## config.mk

```make
export PLATFORM = sky130hd
export DESIGN_NAME = capture_readout
export DESIGN_NICKNAME = d
export VERILOG_FILES = /design/src/rtl/capture_readout.sv
export SDC_FILE = /design/constraint.sdc
export NUM_CORES = 1
export LEC_CHECK = 0
export CAP_MARGIN = 20
export CORE_MARGIN = 4
export CORE_UTILIZATION = 41
export DETAILED_ROUTE_END_ITERATION = 6
export HOLD_SLACK_MARGIN = 0.1
export PLACE_DENSITY = 0.68
export SLEW_MARGIN = 10
export SYNTH_ARGS = -nofsm -noshare
export SYNTH_HDL_FRONTEND = slang
export SYNTH_SLANG_ARGS = --single-unit
```

## constraint.sdc

```tcl
create_clock -name clock -period 5.25 [get_ports clock]
set_input_delay 0.525 -clock clock [delete_from_list [all_inputs] [get_ports clock]]
set_output_delay 0.525 -clock clock [all_outputs]
set_load 0.005 [all_outputs]
```

## src/rtl/capture_readout.sv

```systemverilog
`default_nettype none
// ============================================================================
//  Module      : capture_readout
//  Description : Streams a completed circular capture buffer out in write
//                order, starting at the oldest sample (end_addr+1) and
//                flagging the trigger sample and the final sample. Each
//                sample takes one buffer read (FETCH), one cycle of read
//                latency (WAIT) and a ready/valid handshake (SEND).
//  Option      : define CAPTURE_READOUT_HEADER_EN to emit one header word
//                (the trigger offset from the oldest sample) before the
//                samples.
//  Revision    : 1.0  initial release
// ============================================================================
module capture_readout #(
   parameter int ADDR_W = 10,   // buffer holds 2**ADDR_W samples
   parameter int DATA_W = 16    // must be >= ADDR_W so the header offset fits
) (
   input  logic              clock,
   input  logic              reset,
   input  logic              start_read,
   input  logic              abort,
   input  logic [ADDR_W-1:0] end_addr,
   input  logic [ADDR_W-1:0] trig_addr,
   output logic              rd_en,
   output logic [ADDR_W-1:0] rd_addr,
   input  logic [DATA_W-1:0] rd_data,
   output logic [DATA_W-1:0] out_data,
   output logic              out_valid,
   input  logic              out_ready,
   output logic              out_trig,
   output logic              out_last,
   output logic              busy,
   output logic              done
);

   // HEADER only exists when the header word option is built in.
   typedef enum logic [2:0] {
      IDLE   = 3'd0,
`ifdef CAPTURE_READOUT_HEADER_EN
      HEADER = 3'd1,
`endif
      FETCH  = 3'd2,
      WAIT   = 3'd3,
      SEND   = 3'd4
   } state_t;

   state_t            state_q;
   logic [ADDR_W-1:0] base_q;      // address of the oldest sample
   logic [ADDR_W-1:0] trig_q;      // latched trigger address
   logic [ADDR_W-1:0] count_q;     // index of the sample in flight
   logic              rd_en_q;
   logic [ADDR_W-1:0] rd_addr_q;   // also base+count of the sample in flight
   logic [DATA_W-1:0] out_data_q;
   logic              out_valid_q;
   logic              out_trig_q;
   logic              out_last_q;
   logic              busy_q;
   logic              done_q;

   // Oldest sample sits just past the last written one; wraps naturally.
   logic [ADDR_W-1:0] start_base_d;
   // Address of the sample following the one in flight.
   logic [ADDR_W-1:0] addr_next_d;

   assign start_base_d = end_addr + ADDR_W'(1);
   assign addr_next_d  = base_q + count_q + ADDR_W'(1);

`ifdef CAPTURE_READOUT_HEADER_EN
   // Trigger position relative to the oldest sample, modulo buffer depth.
   logic [ADDR_W-1:0] hdr_off_d;
   assign hdr_off_d = trig_addr - start_base_d;
`endif

   // Readout sequencer; every output is driven straight from a register.
   always_ff @(posedge clock) begin
      if (reset) begin
         state_q     <= IDLE;
         base_q      <= '0;
         trig_q      <= '0;
         count_q     <= '0;
         rd_en_q     <= 1'b0;
         rd_addr_q   <= '0;
         out_data_q  <= '0;
         out_valid_q <= 1'b0;
         out_trig_q  <= 1'b0;
         out_last_q  <= 1'b0;
         busy_q      <= 1'b0;
         done_q      <= 1'b0;
      end else begin
         // Strobes last a single cycle unless re-asserted below.
         done_q  <= 1'b0;
         rd_en_q <= 1'b0;

         if ((state_q != IDLE) && abort) begin
            // Cancel wins over any handshake in flight; no completion pulse.
            state_q     <= IDLE;
            out_valid_q <= 1'b0;
            out_trig_q  <= 1'b0;
            out_last_q  <= 1'b0;
            busy_q      <= 1'b0;
         end else begin
            case (state_q)
               IDLE: begin
                  if (start_read && !abort) begin
                     base_q  <= start_base_d;
                     trig_q  <= trig_addr;
                     count_q <= '0;
                     busy_q  <= 1'b1;
`ifdef CAPTURE_READOUT_HEADER_EN
                     out_data_q  <= DATA_W'(hdr_off_d);
                     out_valid_q <= 1'b1;
                     out_trig_q  <= 1'b0;
                     out_last_q  <= 1'b0;
                     state_q     <= HEADER;
`else
                     rd_en_q   <= 1'b1;
                     rd_addr_q <= start_base_d;
                     state_q   <= FETCH;
`endif
                  end
               end

`ifdef CAPTURE_READOUT_HEADER_EN
               HEADER: begin
                  // Hold the header word until it is taken, then read sample 0.
                  if (out_ready) begin
                     out_valid_q <= 1'b0;
                     rd_en_q     <= 1'b1;
                     rd_addr_q   <= base_q;
                     state_q     <= FETCH;
                  end
               end
`endif

               FETCH: begin
                  // Read strobe is already on the pins; wait for the data.
                  state_q <= WAIT;
               end

               WAIT: begin
                  out_data_q  <= rd_data;
                  out_valid_q <= 1'b1;
                  out_trig_q  <= (rd_addr_q == trig_q);
                  out_last_q  <= (&count_q);
                  state_q     <= SEND;
               end

               SEND: begin
                  if (out_ready) begin
                     out_valid_q <= 1'b0;
                     out_trig_q  <= 1'b0;
                     out_last_q  <= 1'b0;
                     if (&count_q) begin
                        done_q  <= 1'b1;
                        busy_q  <= 1'b0;
                        state_q <= IDLE;
                     end else begin
                        count_q   <= count_q + ADDR_W'(1);
                        rd_en_q   <= 1'b1;
                        rd_addr_q <= addr_next_d;
                        state_q   <= FETCH;
                     end
                  end
               end

               default: begin
                  state_q     <= IDLE;
                  out_valid_q <= 1'b0;
                  out_trig_q  <= 1'b0;
                  out_last_q  <= 1'b0;
                  busy_q      <= 1'b0;
               end
            endcase
         end
      end
   end

   assign rd_en     = rd_en_q;
   assign rd_addr   = rd_addr_q;
   assign out_data  = out_data_q;
   assign out_valid = out_valid_q;
   assign out_trig  = out_trig_q;
   assign out_last  = out_last_q;
   assign busy      = busy_q;
   assign done      = done_q;

endmodule
`default_nettype wire

```

==> results of run 1 <==
synth_stat cells, types with 5 or more instances:
cell type	number
nand2_1	76
nor3_1	6
nor2_1	30
a21o_1	5
xor2_1	19
o21ai_0	7
dfxtp_1	65
a21oi_1	51
xnor2_1	11
inv_1	5
or3_1	5
clkbuf_1	17
nand3_1	8
nand4_1	8
ha_1	11
a211oi_1	10
cell usage in the layout (no fill, tap or decap), types with 6 or more instances in the layout:
cell type	synthesis	layout
dfxtp_1	65	65
clkdlybuf4s50_1	0	71
a21oi_1	51	51
nand2_1	76	76
o21ai_0	7	7
ha_1	11	11
a211oi_1	10	10
nor3_1	6	6
nand3_1	8	8
nor2_1	30	30
xor2_1	19	19
clkbuf_8	0	10
nand4_1	8	8
xnor2_1	11	11
metrics by stage:
| stage | hold slack (ns) | instances | utilization, % |
|---|---|---|---|
| after floorplan | 0.4406 | 380 | - |
| after global placement | 0.4415 | 533 | 53.04 |
| final | 0.4548 | 549 | 55.80 |
| after CTS | 0.4566 | 548 | 55.70 |
| after detailed placement | 0.4457 | 533 | 53.04 |
| after global routing | 0.4700 | 549 | 55.80 |
worst paths after layout:
kind / slack (ns) / cells past startpoint / to
setup reg to reg: 2.87 / 6 / count_q[7]
setup / recovery: 2.64 / 7 / count_q[7]
hold reg to reg: 0.45 / 2 / out_data[10]
hold / removal: 0.45 / 2 / out_data[10]
power by group through the flow:
stage	clock network [mW]	logic [mW]	registers [mW]
6_report	0.421	0.129	0.522
5_1_grt	0.449	0.143	0.524
4_1_cts	0.429	0.128	0.522
3_5_place_dp	0	0.127	0.533
3_3_place_gp	0	0.126	0.533
2_1_floorplan	0	0.0646	0.531
registers in the layout, indices dropped and copies added, names as in the netlist:
name and count:
busy 1, state_q 3, done 1, out_last 1, out_valid 1, rd_en 1, count_q 10, base_q 10
out_data 16, trig_q 10, out_trig 1, rd_addr 10
critical path, cell delays in order:
cell and delay [ns]:
clkdlybuf4s50_1 0.55, mux2i_1 0.11, or4_1 0.45, a21o_1 0.32
or3_4 0.44, or3_1 0.31, a21oi_1 0.15
cell type report:
| type | count | area [um^2] |
|---|---|---|
| fillers | 722 | 3223 |
| multi-input cells | 291 | 1700 |
| flip-flops and latches | 65 | 1301 |
| repair buffers | 74 | 730.7 |
| clock buffers | 10 | 137.6 |
| well taps | 99 | 123.9 |
| clock inverters | 5 | 56.30 |
| inverters | 5 | 18.77 |
cell families (layout without fill, tap and decap cells):
logic type / count (synthesis) / count (layout) / synth area share, %
multiplexers: 1 / 1 / 0.3234
AND/OR/NAND/NOR: 158 / 158 / 23.44
buffers and inverters: 24 / 94 / 3.193
AO/OA/AOI/OAI: 90 / 90 / 17.42
flip-flops: 65 / 65 / 42.04
adder cells (fa/ha/maj): 12 / 12 / 5.093
XOR/XNOR: 30 / 30 / 8.488
layer usage:
metal / GRT usage, % / up-vias / share of wire [%]
li1: - / 1459 / -
met1: 25.34 / 1292 / 46
met2: 29.95 / 63 / 48
met3: 3.426 / 14 / 4.1
met4: 7.933 / 0 / 2.0
met5: 0 / - / 0
==> results.yml, run 1 <==
floorplanning:
  start_util_pct: 42.45
  core_um2: 7292
  ios: 73
  die_w_um: 94.89
  num_rows: 31
  die_h_um: 94.89
  die_area_um2: 9004
timing:
  report.final.slew_viol_count: 0
  fin_setup_tns_ns: 0
  max_freq_ghz: 0.3837
  clock_skew_ns: 0.006515
  rsz0062_at_grt: "no"
  slew_headroom_pct: 31.69
  final_hold_viol_count: 0
  fin_crit_sh_pct: 49.64
  tightest_slew_ns: 1.021
  setup_ws_ns: 2.644
  fin_crit_ns: 2.606
  setup_viol: 0
place:
  dp_slack_ns: 2.144
  io_buffers: 72
  routabilityCongestion: 0.8768
  hpwl_um: 5880
  place_area_um2: 3867
drt:
  ant_nets: 0
  drtIter0Drc: 114
  drt-total-wl_um: 8063
  vias: 2828
  first_pass_iters: 4
  drc: 0
  viasPerCell: 5.151
  routedWlPerCell_um: 14.69
pwr:
  finalPower_mw: 1.072
  p_switching_mw: 0.2680
  power_frac_comb_pct: 12.0
  p_int_mw: 0.8038
  p_seq_share_pct: 48.7
  power.leakage_nw: 1.519
  power.density_nw_per_um2: 263.4
  swShare_pct: 25.01
  peakVddDrop_uv: 131.9
  p_clk_share_pct: 39.3
global_route:
  antenna_found_initial: 0
  grtUsageTotal_pct: 18.94
  grt_pass1_vias: 2735
  grt_pass1_wl_um: 13330
  overflow: 0
  grt_start_max_net_pins: 53
worst_hold_path:
  hold_class: "reg2reg"
  hold_path.startpoint: "out_data[10]"
synthesis:
  synth-edff-count: 0
  synth_cell_types: 42
  netlist_instances: 380
  syn-num-nets: 433
  synth_largest_area_cell: "dfxtp_1"
  yosys.area.top_type_share_pct: 42.04
  synthTopCellsByArea: "dfxtp_1 (42%), nand2_1 (9.2%), a21oi_1 (8.2%)"
  syn_avg_cell_area_um2: 8.146
  mappedNetlistArea_um2: 3095
  yosys_warnings: 0
  async_reset_ff_share_pct: 0
  synth_top_flop_cell: "dfxtp_1"
  ys_seq_area_share_pct: 42.04
  ys_seq_elements: 65
clocking:
  clockRootBuffer: "clkbuf_8"
  postCtsSetupBuffers: 0
  htree_levels: 3
  post_cts_resize_count: 0
  cts_buffers: 9
  clkTransAtPathRegs_ns: 0.07
  cts_tree: "yes"
  clock_path_buffers: 2
  cts.sinks: 65
  cts_hold_buf: 0
  clk_latency_ns: 0.34
job:
  cap_violations: 0
critical_path:
  crit_type: "in2reg"
  worstPathRequired_ns: 5.52
  cp-start-kind: "input pin"
  cp_max_fo: 12
  crit_start: "out_ready"
  cp.arrival_ns: 2.87
  timing.rr.start: "state_q[2]"
  cp-end-kind: "flip-flop"
final_layout:
  fin_area_um2: 4069
  n_antenna_cell: 0
  area_growth_pct: 31.45
  drive_gt1_share_pct: 4.889
  layout.nets: 499
run_status:
  outcome: "finished clean"
Note: power is estimated with default switching activity, not from simulation.
==> run 2, diff against run 1 <==
- clock period: 5.25 -> 2.53 ns (I/O delays scaled with it)
==> run 2 against run 1 <==
Net effect: count of clock-buffer cells in the layout is 1 higher; die area stayed put; register-to-register slack worse by 2.6 ns; core utilization is 1.0 points higher; critical path depth is 1 lower; worst hold slack worse by 0.067 ns; clock power is 120% higher; first-iteration DRC count is 4.4% lower; critical path type is now reg2reg; largest cell class unchanged; largest power group unchanged; cell count is 1.5% higher.
==> results.yml, run 2 (synthesis results as in run 1) <==
run_status:
  outcome: "finished clean"
timing:
  clock_skew_ns: 0.007908
  fin_setup_tns_ns: 0
  fin_crit_ns: 2.230
  max_freq_ghz: 0.4485
  hold_slack_ns: 0.3881
  setup_viol: 0
  final_hold_viol_count: 0
  fin_crit_sh_pct: 88.14
  slew_headroom_pct: 64.40
  report.final.slew_viol_count: 0
  rsz0062_at_grt: "no"
  tightest_slew_ns: 0.5292
worst_hold_path:
  hold_class: "in2reg"
  hold_path.startpoint: "reset"
drt:
  routedWlPerCell_um: 14.71
  viasPerCell: 5.163
  drc: 0
  drt-total-wl_um: 8196
  ant_nets: 0
  drtIter0Drc: 109
  vias: 2876
  first_pass_iters: 4
final_layout:
  layout.nets: 506
  post-route-util_pct: 56.81
  area_growth_pct: 33.83
  largest_reg_flops: 16
  mostFrequentLayoutCells: "nand2_1 (76), clkdlybuf4s50_1 (71), dfxtp_1 (65)"
  n_antenna_cell: 0
  fillCellCount: 698
  drive_gt1_share_pct: 6.550
  final_common_cell: "nand2_1"
pwr:
  power.density_nw_per_um2: 551.2
  peakVddDrop_uv: 268.1
  power.leakage_nw: 1.561
critical_path:
  crit_start: "state_q[2]"
  cp.arrival_ns: 2.49
  worstPathRequired_ns: 2.79
  cp-start-kind: "flip-flop"
  cp_max_fo: 10
  crit_path_cell_trace: "mux2i_1, or4_1, a21o_1, or3_4, or3_1, a21oi_1"
  cp_slowest_cell: "dfxtp_1"
  cp_top_family: "simple AND/OR/NAND/NOR gates"
  rrSetupSlack_ns: 0.30
  crit_buf_inv: 0
  cpPeakStageDelay_ns: 0.51
  cp-end-kind: "flip-flop"
  timing.rr.start: "state_q[2]"
  crit_type: "reg2reg"
place:
  routabilityCongestion: 0.9122
  io_buffers: 72
  hpwl_um: 6056
clocking:
  clk_latency_ns: 0.34
  clock_path_buffers: 2
  post_cts_resize_count: 0
  postCtsSetupBuffers: 0
  clockRootBuffer: "clkbuf_8"
  clkTransAtPathRegs_ns: 0.07
  cts_tree: "yes"
  cts_buffers: 9
  cts_hold_buf: 0
  cts.sinks: 65
  htree_levels: 3
floorplanning:
  die_h_um: 94.89
  die_w_um: 94.89
  start_util_pct: 42.45
  core_um2: 7292
  die_area_um2: 9004
  num_rows: 31
  ios: 73
global_route:
  grt_start_max_net_pins: 30
  grt_pass1_wl_um: 13410
  overflow: 0
  grt_pass1_vias: 2766
  antenna_found_initial: 0
  grtUsageTotal_pct: 19.20
job:
  cap_violations: 0
run 2: cell count changes in the layout (fill, tap and decap cells not counted), sizes merged:
| cell | before | now |
|---|---|---|
| clkbuf | 10 | 11 |
| buf | 3 | 10 |
run 2: per-layer routing:
layer	up-vias	track usage, %	wire length (um)
met5	-	0	0
met4	0	7.332	116
met3	10	2.869	313
met2	59	31.59	3946
met1	1340	25.34	3818
li1	1467	-	-
run 2: cell type report:
cell class	instances	area [um^2]	share of cell area, %
clock buffer	11	151.4	3.654
tap	99	123.9	2.990
multi-input combinational	291	1700	41.05
sequential	65	1301	31.41
timing repair buffer	81	783.3	18.91
inverter	5	18.77	0.4530
clock inverter	5	63.81	1.540
run 2: final timing paths:
check | to | cells past startpoint
worst max-delay path | count_q[7] | 6
worst min-delay path | rd_addr[8] | 2
worst max register to register | count_q[7] | 6
worst min register to register | out_data[2] | 2
run 2: power breakdown:
group / leakage, nW / internal, mW / switching, mW
combinational: 0.927 / 0.143 / 0.131
clock: 0.106 / 0.514 / 0.413
sequential: 0.528 / 1.06 / 0.0276
total: 1.56 / 1.71 / 0.571
run 2: per-stage QoR:
| step | total power [mW] | std cells | setup slack, ns | instance area [um^2] |
|---|---|---|---|---|
| after floorplan | 1.235 | 380 | 0.5477 | 3095 |
| final | 2.284 | 557 | 0.3002 | 4143 |
| after detailed placement | 1.379 | 541 | 0.1363 | 3928 |
| after global routing | 2.382 | 557 | 0.1473 | 4143 |
| after CTS | 2.304 | 557 | 0.3177 | 4143 |
| after global placement | 1.377 | 541 | 0.1685 | 3928 |
==> run 3, diff against run 2 <==
- DONT_BUFFER_PORTS: not set -> 1
- PLACE_DENSITY: 0.68 -> not set
==> run 3 against run 2 <==
Net effect: first-iteration DRC count rose by 48%; sequential share of layout area up 3.7 points; critical path depth did not move; die area stayed put; critical endpoint is now count_q[9].
==> results.yml, run 3 (synthesis results as in run 1) <==
final_layout:
  area_growth_pct: 19.85
  largest_reg_flops: 16
  final_common_cell: "nand2_1"
  mostFrequentLayoutCells: "nand2_1 (76), dfxtp_1 (65), a21oi_1 (51)"
  layout.nets: 461
  drive_gt1_share_pct: 5.825
  n_antenna_cell: 0
  post-route-util_pct: 50.88
drt:
  drt-total-wl_um: 7965
  first_pass_iters: 4
  drtIter0Drc: 161
  vias: 2704
  routedWlPerCell_um: 15.59
  ant_nets: 0
  drc: 0
  viasPerCell: 5.292
critical_path:
  path_depth: 6
  cp-end-kind: "flip-flop"
  cp_max_fo: 10
  cp-start-kind: "flip-flop"
  crit_path_cell_trace: "mux2i_1, or4_1, a21o_1, or3_4, or3_1, a21oi_1"
  crit_type: "reg2reg"
  cp_top_family: "simple AND/OR/NAND/NOR gates"
  reg2reg_depth: 6
  cpPeakStageDelay_ns: 0.49
  worstPathRequired_ns: 2.80
  cp.arrival_ns: 2.44
  crit_buf_inv: 0
  cp_slowest_cell: "dfxtp_1"
job:
  cap_violations: 0
place:
  io_buffers: 0
  hpwl_um: 5557
  routabilityCongestion: 0.7926
clocking:
  postCtsSetupBuffers: 0
  htree_levels: 3
  clkTransAtPathRegs_ns: 0.07
  cts_tree: "yes"
  post_cts_resize_count: 0
  clk_latency_ns: 0.35
  cts_hold_buf: 30
  clockRootBuffer: "clkbuf_8"
  cts.sinks: 65
  cts_buffers: 9
  clock_path_buffers: 2
global_route:
  grt_pass1_wl_um: 12840
  grt_pass1_vias: 2665
  antenna_found_initial: 0
  overflow: 0
  grt_start_max_net_pins: 50
  grtUsageTotal_pct: 18.48
floorplanning:
  start_util_pct: 42.45
  die_area_um2: 9004
  num_rows: 31
  ios: 73
  die_w_um: 94.89
  die_h_um: 94.89
  core_um2: 7292
timing:
  fin_setup_tns_ns: 0
  rsz0062_at_grt: "no"
  report.final.slew_viol_count: 0
  slew_headroom_pct: 69.54
  setup_viol: 0
  fin_crit_ns: 2.162
  tightest_slew_ns: 0.4537
  max_freq_ghz: 0.4625
  fin_crit_sh_pct: 85.47
  final_hold_viol_count: 0
  clock_skew_ns: 0.01277
pwr:
  peakVddDrop_uv: 362.6
  power.leakage_nw: 1.414
  power.density_nw_per_um2: 607.0
worst_hold_path:
  hold_class: "in2reg"
  hold_depth: 3
run_status:
  outcome: "finished clean"
==> run 3: cell types whose count changed in the layout (fill, tap and decap cells not counted), sizes merged, moves of 2 or more <==
cell           delta
buf               -3
clkdlybuf4s50    -71
clkinv            -2
dlygate4sd3      +29
==> run 3: final timing paths <==
| check | to | from | slack (ns) |
|---|---|---|---|
| setup / recovery | count_q[9] | state_q[2] | 0.37 |
| hold / removal | rd_addr[0] | end_addr[0] | 0.13 |
| setup reg to reg | count_q[9] | state_q[2] | 0.37 |
| hold reg to reg | base_q[7] | base_q[7] | 0.46 |
==> run 3: area by class of cell <==
type,count,area (um^2)
clock inverter,3,65.06
clock buffer,12,145.1
timing repair buffer,36,355.3
sequential,65,1301
fill,714,3582
multi-input combinational,291,1700
tap,99,123.9
inverter,5,18.77
==> run 3: routing by layer <==
layer  track usage, %  routed length [um]  vias to the layer above
met5                0                   0                        -
met4            5.649                  78                        0
met3            6.534                 472                        5
met2            29.13                3721                       69
met1            23.70                3693                     1253
li1                 -                   -                     1377
==> run 3: worst register-to-register path, stage by stage (launching register included) <==
cell and delay, ns:
dfxtp_1 0.49, mux2i_1 0.13, or4_1 0.43, a21o_1 0.20
or3_4 0.39, or3_1 0.31, a21oi_1 0.14
==> run 3: per-stage QoR <==
step / hold slack [ns] / power (mW) / instances / area [um^2] / setup WS (ns)
finish: 0.1304 / 2.252 / 511 / 3710 / 0.3676
global route: 0.1432 / 2.347 / 511 / 3710 / 0.2139
CTS: 0.1172 / 2.282 / 511 / 3710 / 0.3690
detailed placement: 0.3279 / 1.270 / 466 / 3189 / 0.3971
global placement: 0.3263 / 1.267 / 466 / 3189 / 0.4334
floorplan: 0.3361 / 1.235 / 380 / 3095 / 0.5477
==> run 3: report_power, final <==
group,internal (mW),leakage [nW],switching [mW]
logic,0.0990,0.780,0.111
registers,1.06,0.528,0.0311
clock network,0.576,0.106,0.379
